==> config.mk <==
export PLATFORM = sky130hd
export DESIGN_NAME = decode_queue
export DESIGN_NICKNAME = d
export VERILOG_FILES = /design/src/rtl/decode_pkg.sv /design/src/rtl/decode_queue_decoder.sv /design/src/rtl/decode_queue.sv
export SDC_FILE = /design/constraint.sdc
export NUM_CORES = 2
export LEC_CHECK = 0
export BUFFER_PORTS_ARGS = -buffer_cell sky130_fd_sc_hd__buf_2
export CORE_ASPECT_RATIO = 1.1
export CORE_UTILIZATION = 50
export DETAILED_ROUTE_END_ITERATION = 10
export GPL_TIMING_DRIVEN = 0
export PLACE_DENSITY = 0.76
export SETUP_SLACK_MARGIN = 0.4
export SYNTH_ARGS = -nofsm -noshare
export SYNTH_HDL_FRONTEND = slang
export SYNTH_HIERARCHICAL = 1
export SYNTH_SLANG_ARGS = --single-unit
==> constraint.sdc <==
create_clock -name clk -period 21.6 [get_ports clk]
set_input_delay 1.08 -clock clk [delete_from_list [all_inputs] [get_ports clk]]
set_output_delay 1.08 -clock clk [all_outputs]
set_load 0.01 [all_outputs]
==> src/rtl/decode_pkg.sv <==
// Shared types for the decode queue: buffered entry layout, decoded instruction
// format and RV64 major-opcode constants.
package decode_pkg;

  typedef enum logic [3:0] {
    OP_NONE, OP_LUI, OP_AUIPC, OP_JAL, OP_JALR, OP_BRANCH, OP_LOAD, OP_STORE,
    OP_ADDI, OP_ALUI, OP_ALU, OP_MUL, OP_DIV, OP_FENCE, OP_PRIV
  } op_t;

  typedef struct packed {
    logic is_alu;
    logic is_branch;
    logic is_jump;
    logic is_load;
    logic is_store;
    logic is_multdiv;
    logic uses_imm;
    logic writes_rd;
  } ctl_t;

  typedef struct packed {
    op_t         op;
    logic [4:0]  rd;
    logic [4:0]  rs1;
    logic [4:0]  rs2;
    logic [31:0] imm;
    ctl_t        ctl;
  } decoded_instr_t;

  typedef struct packed {
    logic [31:0] raw;
    logic [63:0] pc;
  } fq_entry_t;

  localparam logic [6:0] OPC_LUI    = 7'b0110111;
  localparam logic [6:0] OPC_AUIPC  = 7'b0010111;
  localparam logic [6:0] OPC_JAL    = 7'b1101111;
  localparam logic [6:0] OPC_JALR   = 7'b1100111;
  localparam logic [6:0] OPC_BRANCH = 7'b1100011;
  localparam logic [6:0] OPC_LOAD   = 7'b0000011;
  localparam logic [6:0] OPC_STORE  = 7'b0100011;
  localparam logic [6:0] OPC_OPIMM  = 7'b0010011;
  localparam logic [6:0] OPC_OP     = 7'b0110011;
  localparam logic [6:0] OPC_FENCE  = 7'b0001111;
  localparam logic [6:0] OPC_SYSTEM = 7'b1110011;

endpackage

==> src/rtl/decode_queue_decoder.sv <==
// Combinational decoder for one buffered instruction word. An all-zero ctl with an
// opcode other than FENCE/SYSTEM marks the word as unsupported.
module decode_queue_decoder
  import decode_pkg::*;
(
  input  logic [31:0]    raw,
  output decoded_instr_t dec,
  output logic           illegal
);

  logic [2:0] f3;
  logic [6:0] f7;
  logic [31:0] imm_i;

  assign f3    = raw[14:12];
  assign f7    = raw[31:25];
  assign imm_i = {{20{raw[31]}}, raw[31:20]};

  always_comb begin
    dec     = '0;
    dec.rd  = raw[11:7];
    dec.rs1 = raw[19:15];
    dec.rs2 = raw[24:20];
    case (raw[6:0])
      OPC_LUI, OPC_AUIPC: begin
        dec.op  = (raw[6:0] == OPC_LUI) ? OP_LUI : OP_AUIPC;
        dec.imm = {raw[31:12], 12'b0};
        dec.ctl.is_alu    = 1'b1;
        dec.ctl.uses_imm  = 1'b1;
        dec.ctl.writes_rd = 1'b1;
      end
      OPC_JAL: begin
        dec.op  = OP_JAL;
        dec.imm = {{11{raw[31]}}, raw[31], raw[19:12], raw[20], raw[30:21], 1'b0};
        dec.ctl.is_jump   = 1'b1;
        dec.ctl.uses_imm  = 1'b1;
        dec.ctl.writes_rd = 1'b1;
      end
      OPC_JALR: if (f3 == 3'd0) begin
        dec.op  = OP_JALR;
        dec.imm = imm_i;
        dec.ctl.is_jump   = 1'b1;
        dec.ctl.uses_imm  = 1'b1;
        dec.ctl.writes_rd = 1'b1;
      end
      OPC_BRANCH: if (f3 != 3'd2 && f3 != 3'd3) begin
        dec.op  = OP_BRANCH;
        dec.imm = {{19{raw[31]}}, raw[31], raw[7], raw[30:25], raw[11:8], 1'b0};
        dec.ctl.is_branch = 1'b1;
        dec.ctl.uses_imm  = 1'b1;
      end
      OPC_LOAD: if (f3 != 3'd7) begin
        dec.op  = OP_LOAD;
        dec.imm = imm_i;
        dec.ctl.is_load   = 1'b1;
        dec.ctl.uses_imm  = 1'b1;
        dec.ctl.writes_rd = 1'b1;
      end
      OPC_STORE: if (!f3[2]) begin
        dec.op  = OP_STORE;
        dec.imm = {{20{raw[31]}}, raw[31:25], raw[11:7]};
        dec.ctl.is_store  = 1'b1;
        dec.ctl.uses_imm  = 1'b1;
      end
      OPC_OPIMM: begin
        dec.op  = (f3 == 3'd0) ? OP_ADDI : OP_ALUI;
        dec.imm = imm_i;
        dec.ctl.is_alu    = 1'b1;
        dec.ctl.uses_imm  = 1'b1;
        dec.ctl.writes_rd = 1'b1;
      end
      OPC_OP: begin
        if (f7 == 7'b0000000 || (f7 == 7'b0100000 && (f3 == 3'd0 || f3 == 3'd5))) begin
          dec.op = OP_ALU;
          dec.ctl.is_alu    = 1'b1;
          dec.ctl.writes_rd = 1'b1;
        end else if (f7 == 7'b0000001 && (f3 == 3'd0 || f3[2])) begin
          // MULH/MULHSU/MULHU fall through with an empty ctl
          dec.op = (f3 == 3'd0) ? OP_MUL : OP_DIV;
          dec.ctl.is_multdiv = 1'b1;
          dec.ctl.writes_rd  = 1'b1;
        end
      end
      OPC_FENCE:  dec.op = OP_FENCE;
      OPC_SYSTEM: dec.op = OP_PRIV;
      default: ;
    endcase
    illegal = (dec.ctl == '0) && (dec.op != OP_FENCE) && (dec.op != OP_PRIV);
  end

endmodule

==> src/rtl/decode_queue.sv <==
// Circular buffer between fetch and issue: accepts up to FETCH_WIDTH raw
// instructions per cycle and presents up to ISSUE_WIDTH decoded entries from head.
module decode_queue
  import decode_pkg::*;
#(
  parameter int FETCH_WIDTH = 2,
  parameter int ISSUE_WIDTH = 2,
  parameter int DEPTH       = 8
) (
  input  logic                                clk,
  input  logic                                reset,
  input  logic                                flush,
  input  logic                                in_valid,
  input  logic [$clog2(FETCH_WIDTH+1)-1:0]    in_cnt,
  input  logic [FETCH_WIDTH-1:0][31:0]        in_instr,
  input  logic [FETCH_WIDTH-1:0][63:0]        in_pc,
  output logic                                in_ready,
  output logic [ISSUE_WIDTH-1:0]              out_valid,
  output decoded_instr_t [ISSUE_WIDTH-1:0]    out_instr,
  output logic [ISSUE_WIDTH-1:0][63:0]        out_pc,
  output logic [ISSUE_WIDTH-1:0]              out_illegal,
  input  logic [$clog2(ISSUE_WIDTH+1)-1:0]    out_accept,
  output logic [$clog2(DEPTH+1)-1:0]          count
);

  localparam int PW = $clog2(DEPTH);
  localparam int CW = $clog2(DEPTH+1);
  localparam int IW = $clog2(FETCH_WIDTH+1);

  fq_entry_t       mem [DEPTH];
  fq_entry_t       rd_entry [ISSUE_WIDTH];
  logic [PW-1:0]   head;
  logic [PW-1:0]   tail;
  logic            push;
  logic [IW-1:0]   pushed;

  assign in_ready = (count <= CW'(DEPTH - FETCH_WIDTH));
  assign push     = in_valid && in_ready && !flush && !reset;
  assign pushed   = push ? in_cnt : '0;

  always_ff @(posedge clk) begin
    if (reset || flush) begin
      head  <= '0;
      tail  <= '0;
      count <= '0;
    end else begin
      head  <= head + PW'(out_accept);
      tail  <= tail + PW'(pushed);
      count <= count + CW'(pushed) - CW'(out_accept);
    end
  end

  // Storage is not reset; occupancy is tracked solely by head/count.
  always_ff @(posedge clk) begin
    if (push) begin
      for (int unsigned i = 0; i < FETCH_WIDTH; i++) begin
        if (i < 32'(in_cnt)) mem[tail + PW'(i)] <= '{raw: in_instr[i], pc: in_pc[i]};
      end
    end
  end

  always_comb begin
    out_valid = '0;
    for (int unsigned i = 0; i < ISSUE_WIDTH; i++) begin
      out_valid[i] = (count > CW'(i));
      rd_entry[i]  = mem[head + PW'(i)];
      out_pc[i]    = rd_entry[i].pc;
    end
  end

  for (genvar g = 0; g < ISSUE_WIDTH; g++) begin : g_dec
    decode_queue_decoder u_dec (
      .raw     (rd_entry[g].raw),
      .dec     (out_instr[g]),
      .illegal (out_illegal[g])
    );
  end

  accept_in_range: assert property (@(posedge clk) disable iff (reset || flush)
    int'(out_accept) <= $countones(out_valid));

endmodule

# After elaboration in Yosys (flattened, before gate mapping)
# Memory sizes are Yosys's and may differ from the RTL's. A register that Yosys moved wholly into a read port is not among the register bits.
# Index checks and enable logic that the tools add are counted.
# word_totals
output_inout_bits,255
mem_bits_rw,768
in_bits,200
elab_cells,161
register_bits,10
n_memories,1
# op_classes
n_reduce_logical,34
n_mux,74
n_eq_ne,38
n_addsub,6
n_lt_le_gt_ge,5
# memory_table
name,words,width,read_ports,rd_ports_with_merged_regs,wr,line,text
mem,8,96,2,1,2,decode_queue.sv:30,fq_entry_t mem [DEPTH];
# op_table
cell,count
$pmux W32 S7,2
$mux W32,8
$pmux W4 S10,2
$eq A7 B6 Y1 const B,8
$eq A7 B7 Y1 const B,8
$mux W3,11
$mux W1,32
$eq A7 B5 Y1 const B,4
$logic_not A8 Y1,2
$mux W4,4
$ne A4 B4 Y1 const B,4
$eq A7 B1 Y1 const B,2
$eq A7 B2 Y1 const B,2
$eq A7 B4 Y1 const B,2
$logic_not A7 Y1,2
$mux W2,7
$logic_and A1 B1 Y1,13
$ne A3 B2 Y1 const B,4
$pmux W1 S5,2
$gt A4 B1 Y1 const B,2
$pmux W1 S2,4
$pmux W1 S4,2
$reduce_or A4 Y1,2
$logic_or A1 B1 Y1,7
other kinds (12),21

# Logic depth before layout (Yosys ltp)
# An unclocked memory read counts as a cell.
# depth
depth_word,11
mapped_depth,12

# By module
# The synthesis kept the hierarchy.
# by_module_without_submodules
mod,area_each_um2,instances,cells_per_inst,seq_area_each_um2
decode_queue,45302.2,1,2528,23262.3
decode_queue_decoder,954.7,2,144,0.0

# Worst setup path after synthesis
# No wires, ideal clock.
# synth_timing
kind,input to register
startpoint,input port flush
endpoint,memory mem[4][0] in the netlist's numbering (enable)
setup_time_ps,692
stages,5
t_arrival_ps,9229
required_ps,20908
slack_ps,11679
cell_sequence,or2_2 clkbuf_1 nor4b_1 nand3b_1 o31ai_1
# synth_rtl
item,line,text
start: declaration,decode_queue.sv:12,"input logic flush,"
end: declaration,decode_queue.sv:30,

==> qor.tcl <==
set qor(crit-reg2reg-capture) {mem[4][58]$_DFFE_PP_}
set qor(post_cts_hold_buffer_count) 0
set qor(ff2ff_path_depth) 11
set qor(cellLeakagePower_uw) 0.0191
set qor(timing.final.setup_violations) 0
set qor(drive_gt1_share_pct) 66.1
set qor(area.growth.synth_to_final_pct) 16.6
set qor(clock_insertion_delay_worst_skew_ps) 670
set qor(postCtsSetupRepairBufs) 0
set qor(initial_utilization_pct) 50.7
set qor(postSynth.topFlopCell) {edfxtp_1}
set qor(root_buffer) {clkbuf_16}
set qor(crit_path_end) {out_instr[38]}
set qor(synthesis.area_sq_um) 47200
set qor(synth_warnings) 6
set qor(io_buffer_count) 454
set qor(ant_nets) 0
set qor(cts-resized-gates) 0
set qor(timing_max_transition_violations_final) 0
set qor(synthCells) 2816
set qor(most-common-layout-cells) {937 x mux2_2, 768 x edfxtp_1, 587 x buf_2}
set qor(end_kind) {output pin}
set qor(drt-initial-drc-count) 3384
set qor(cts-buffers-inserted) 85
set qor(std_cell_rows) 117
set qor(num_io_pins) 455
set qor(timing.critical_path.arrival_ps) 6060
set qor(placeableCoreArea_sq_um) 93100
set qor(die-height_microns) 324
set qor(status) {finished clean}
set qor(worstPathMaxFanout) 10
set qor(grt_busiest_layer) {met2}
set qor(r2r_setup_slack_ps) 17570
set qor(grtUsageMet3_pct) 7.97
set qor(iteration_count_of_the_initial_detailed_routing_pass) 5
set qor(max_freq_ghz) 0.140
set qor(ctsHtreeMaxLevel) 3
set qor(relSlewSlack_pct) 16.5
set qor(grt_pass1_vias) 31100
set qor(count_of_flip_flops_with_a_built_in_enable_after_synthesis) 768
set qor(synth-seq-cells) 778
set qor(timing.hold.worst.class) {flop to flop}
set qor(hold_violations) 0
set qor(vias) 30600
set qor(finalWorstPathRequiredPeriod_ps) 7150
set qor(final.setup_skew_ps) 25.1
set qor(power-per-cell-area_nw_per_um2) 67.6
set qor(clock_tree_from_tritoncts) {built}
set qor(worst_r2r_startpoint) {tail[0]$_SDFF_PP0_}
set qor(cts.path.max_buffers) 3
set qor(cp-startpoint) {head[0]$_SDFF_PP0_}
set qor(grt_start_max_net_pins) 22
set qor(grtUsageMet1_pct) 39.2
set qor(nNetsFinal) 3622
set qor(global_route.overflow_total) 0
set qor(crit_required_ps) 20520
set qor(groute.layer.met2.usage_pct) 50.1
set qor(tightest_slew_ps) 1250
set qor(timing.critical_path.from_type) {flop}
set qor(yosys.cell_types.count) 59
set qor(critPathKind) {flop to output pin}
set qor(grt_setup_unrepaired) {false}
set qor(avgViaCountPerCell) 6.44
set qor(synth_sequential_area_ratio_pct) 49.3
set qor(power_uw) 3720
set qor(grt_pass1_wl_microns) 212000
set qor(grt_antenna_before_repair) 51
set qor(postSynthAreaPerCell_sq_um) 16.8
set qor(postSynthNetCount) 3031
set qor(chipWidth_microns) 295
set qor(clock_sink_count) 778
set qor(place_congestion) 0.921
set qor(postSynth.asyncResetShare_pct) 0
set qor(clock_slew_at_reported_path_ffs_ps) 60
set qor(most_frequent_standard_cell_in_the_layout_excluding_fill_and_tap_cells) {mux2_2}
set qor(global_route.usage.total_pct) 30.9
set qor(timing.final.crit_share_pct) 33.1
set qor(post-route-drc-count) 0
set qor(hpwl_detailed_microns) 102000
set qor(design.die.area_sq_um) 95700
set qor(detail_route.wl_per_cell_microns) 31.3
set qor(max_cap_viol_count) 0
set qor(peakVddDrop_mv) 0.0563
set qor(postRouteWirelength_microns) 149000
set qor(timing.setup.tns_ps) 0
[power breakdown]
group	internal, uW	switching, uW	total (uW)
clock network	848	631	1480
registers	1670	6.38	1680
logic	277	286	564
total	2800	924	3720
[area by class of cell]
type / count / area, sq um
fillers: 7201 / 38100
repair buffers: 504 / 3320
flip-flops and latches: 778 / 23300
clock inverters: 53 / 559
inverters: 17 / 63.8
multi-input cells: 1652 / 21700
clock buffers: 103 / 2230
well taps: 1249 / 1560
diodes: 28 / 70.1
plain buffers: 369 / 2240
[logic make-up after synthesis]
family                   Yosys count  synth area share (%)
AO/OA/AOI/OAI                    101                  1.57
AND/OR/NAND/NOR                  183                  2.42
adder cells (fa/ha/maj)           15                 0.461
flip-flops                       778                  49.3
multiplexers                    1344                  41.2
buffers and inverters            386                  4.89
XOR/XNOR                           9                 0.167
[registers in the layout, indices dropped and copies added (netlist names)]
register  count
tail          3
mem         768
head          3
count         4
[per-layer routing]
layer | vias to the layer above | part of all wire [%] | routed length, microns
met5 | - | 0.18 | 275
met4 | 44 | 3.9 | 5750
met3 | 344 | 11 | 15800
met2 | 1763 | 48 | 71700
met1 | 15800 | 37 | 55400
li1 | 12700 | - | -
[worst min path at each step]
stage	from	endpoint	cells past startpoint
floorplan	head[0]$_SDFF_PP0_	head[0]$_SDFF_PP0_	2
finish	head[0]$_SDFF_PP0_	head[0]$_SDFF_PP0_	2
detailed placement	head[0]$_SDFF_PP0_	head[0]$_SDFF_PP0_	2
CTS	head[0]$_SDFF_PP0_	head[0]$_SDFF_PP0_	2
global route	head[0]$_SDFF_PP0_	head[0]$_SDFF_PP0_	2
global placement	head[0]$_SDFF_PP0_	head[0]$_SDFF_PP0_	2
[critical path, stage by stage (launching register included)]
cell	delay, ps
dfxtp_1	370
clkbuf_1	280
buf_2	500
clkbuf_1	880
buf_2	510
mux4_2	370
mux2_2	380
and4b_1	280
and3_1	220
a211oi_2	900
buf_4	390
o22ai_1	110
buf_2	180
[cell usage after synthesis, types with 4 or more instances]
| library cell | count | area, sq um |
|---|---|---|
| o21ai_0 | 12 | 60.1 |
| o21a_1 | 4 | 30.0 |
| a22o_1 | 10 | 87.6 |
| buf_6 | 6 | 67.6 |
| nor4_1 | 6 | 37.5 |
| or3b_2 | 6 | 52.6 |
| nor3_1 | 10 | 50.1 |
| edfxtp_1 | 768 | 23100 |
| a21oi_1 | 6 | 30.0 |
| buf_2 | 133 | 666 |
| o21bai_1 | 6 | 45.0 |
| nand4_1 | 4 | 25.0 |
| and2_1 | 7 | 43.8 |
| buf_4 | 172 | 1290 |
| and3_1 | 10 | 62.6 |
| a21o_1 | 20 | 150 |
| mux2_2 | 937 | 10600 |
| buf_1 | 4 | 15.0 |
| dfxtp_1 | 10 | 200 |
| nor2_1 | 25 | 93.8 |
| nand2_1 | 43 | 161 |
| ha_1 | 11 | 138 |
| a211o_1 | 4 | 35.0 |
| and4b_1 | 4 | 40.0 |
| and3b_1 | 4 | 35.0 |
| mux4_2 | 384 | 8650 |
| o22ai_1 | 6 | 37.5 |
| nor2b_1 | 12 | 75.1 |
| or2_2 | 5 | 31.3 |
| and4bb_2 | 4 | 50.1 |
| fa_1 | 4 | 80.1 |
| or4_1 | 6 | 45.0 |
| nand2b_1 | 5 | 31.3 |
| o21ai_1 | 16 | 80.1 |
| nand3_1 | 14 | 70.1 |
| xor2_1 | 6 | 52.6 |
| inv_1 | 17 | 63.8 |
| clkbuf_1 | 53 | 199 |
| mux2_1 | 23 | 259 |
[per-stage QoR]
stage	setup WS (ps)	utilization [%]	area [sq um]	hold WS, ps	std cells
6_report	14460	59.1	55000	667	4753
5_1_grt	14340	59.1	55000	697	4742
4_1_cts	14530	59.0	55000	663	4725
3_5_place_dp	15230	56.1	52200	648	4569
3_3_place_gp	1860	54.8	51000	609	4519
2_1_floorplan	11680	-	47200	565	2816
Power figures use the tool's default switching activity.
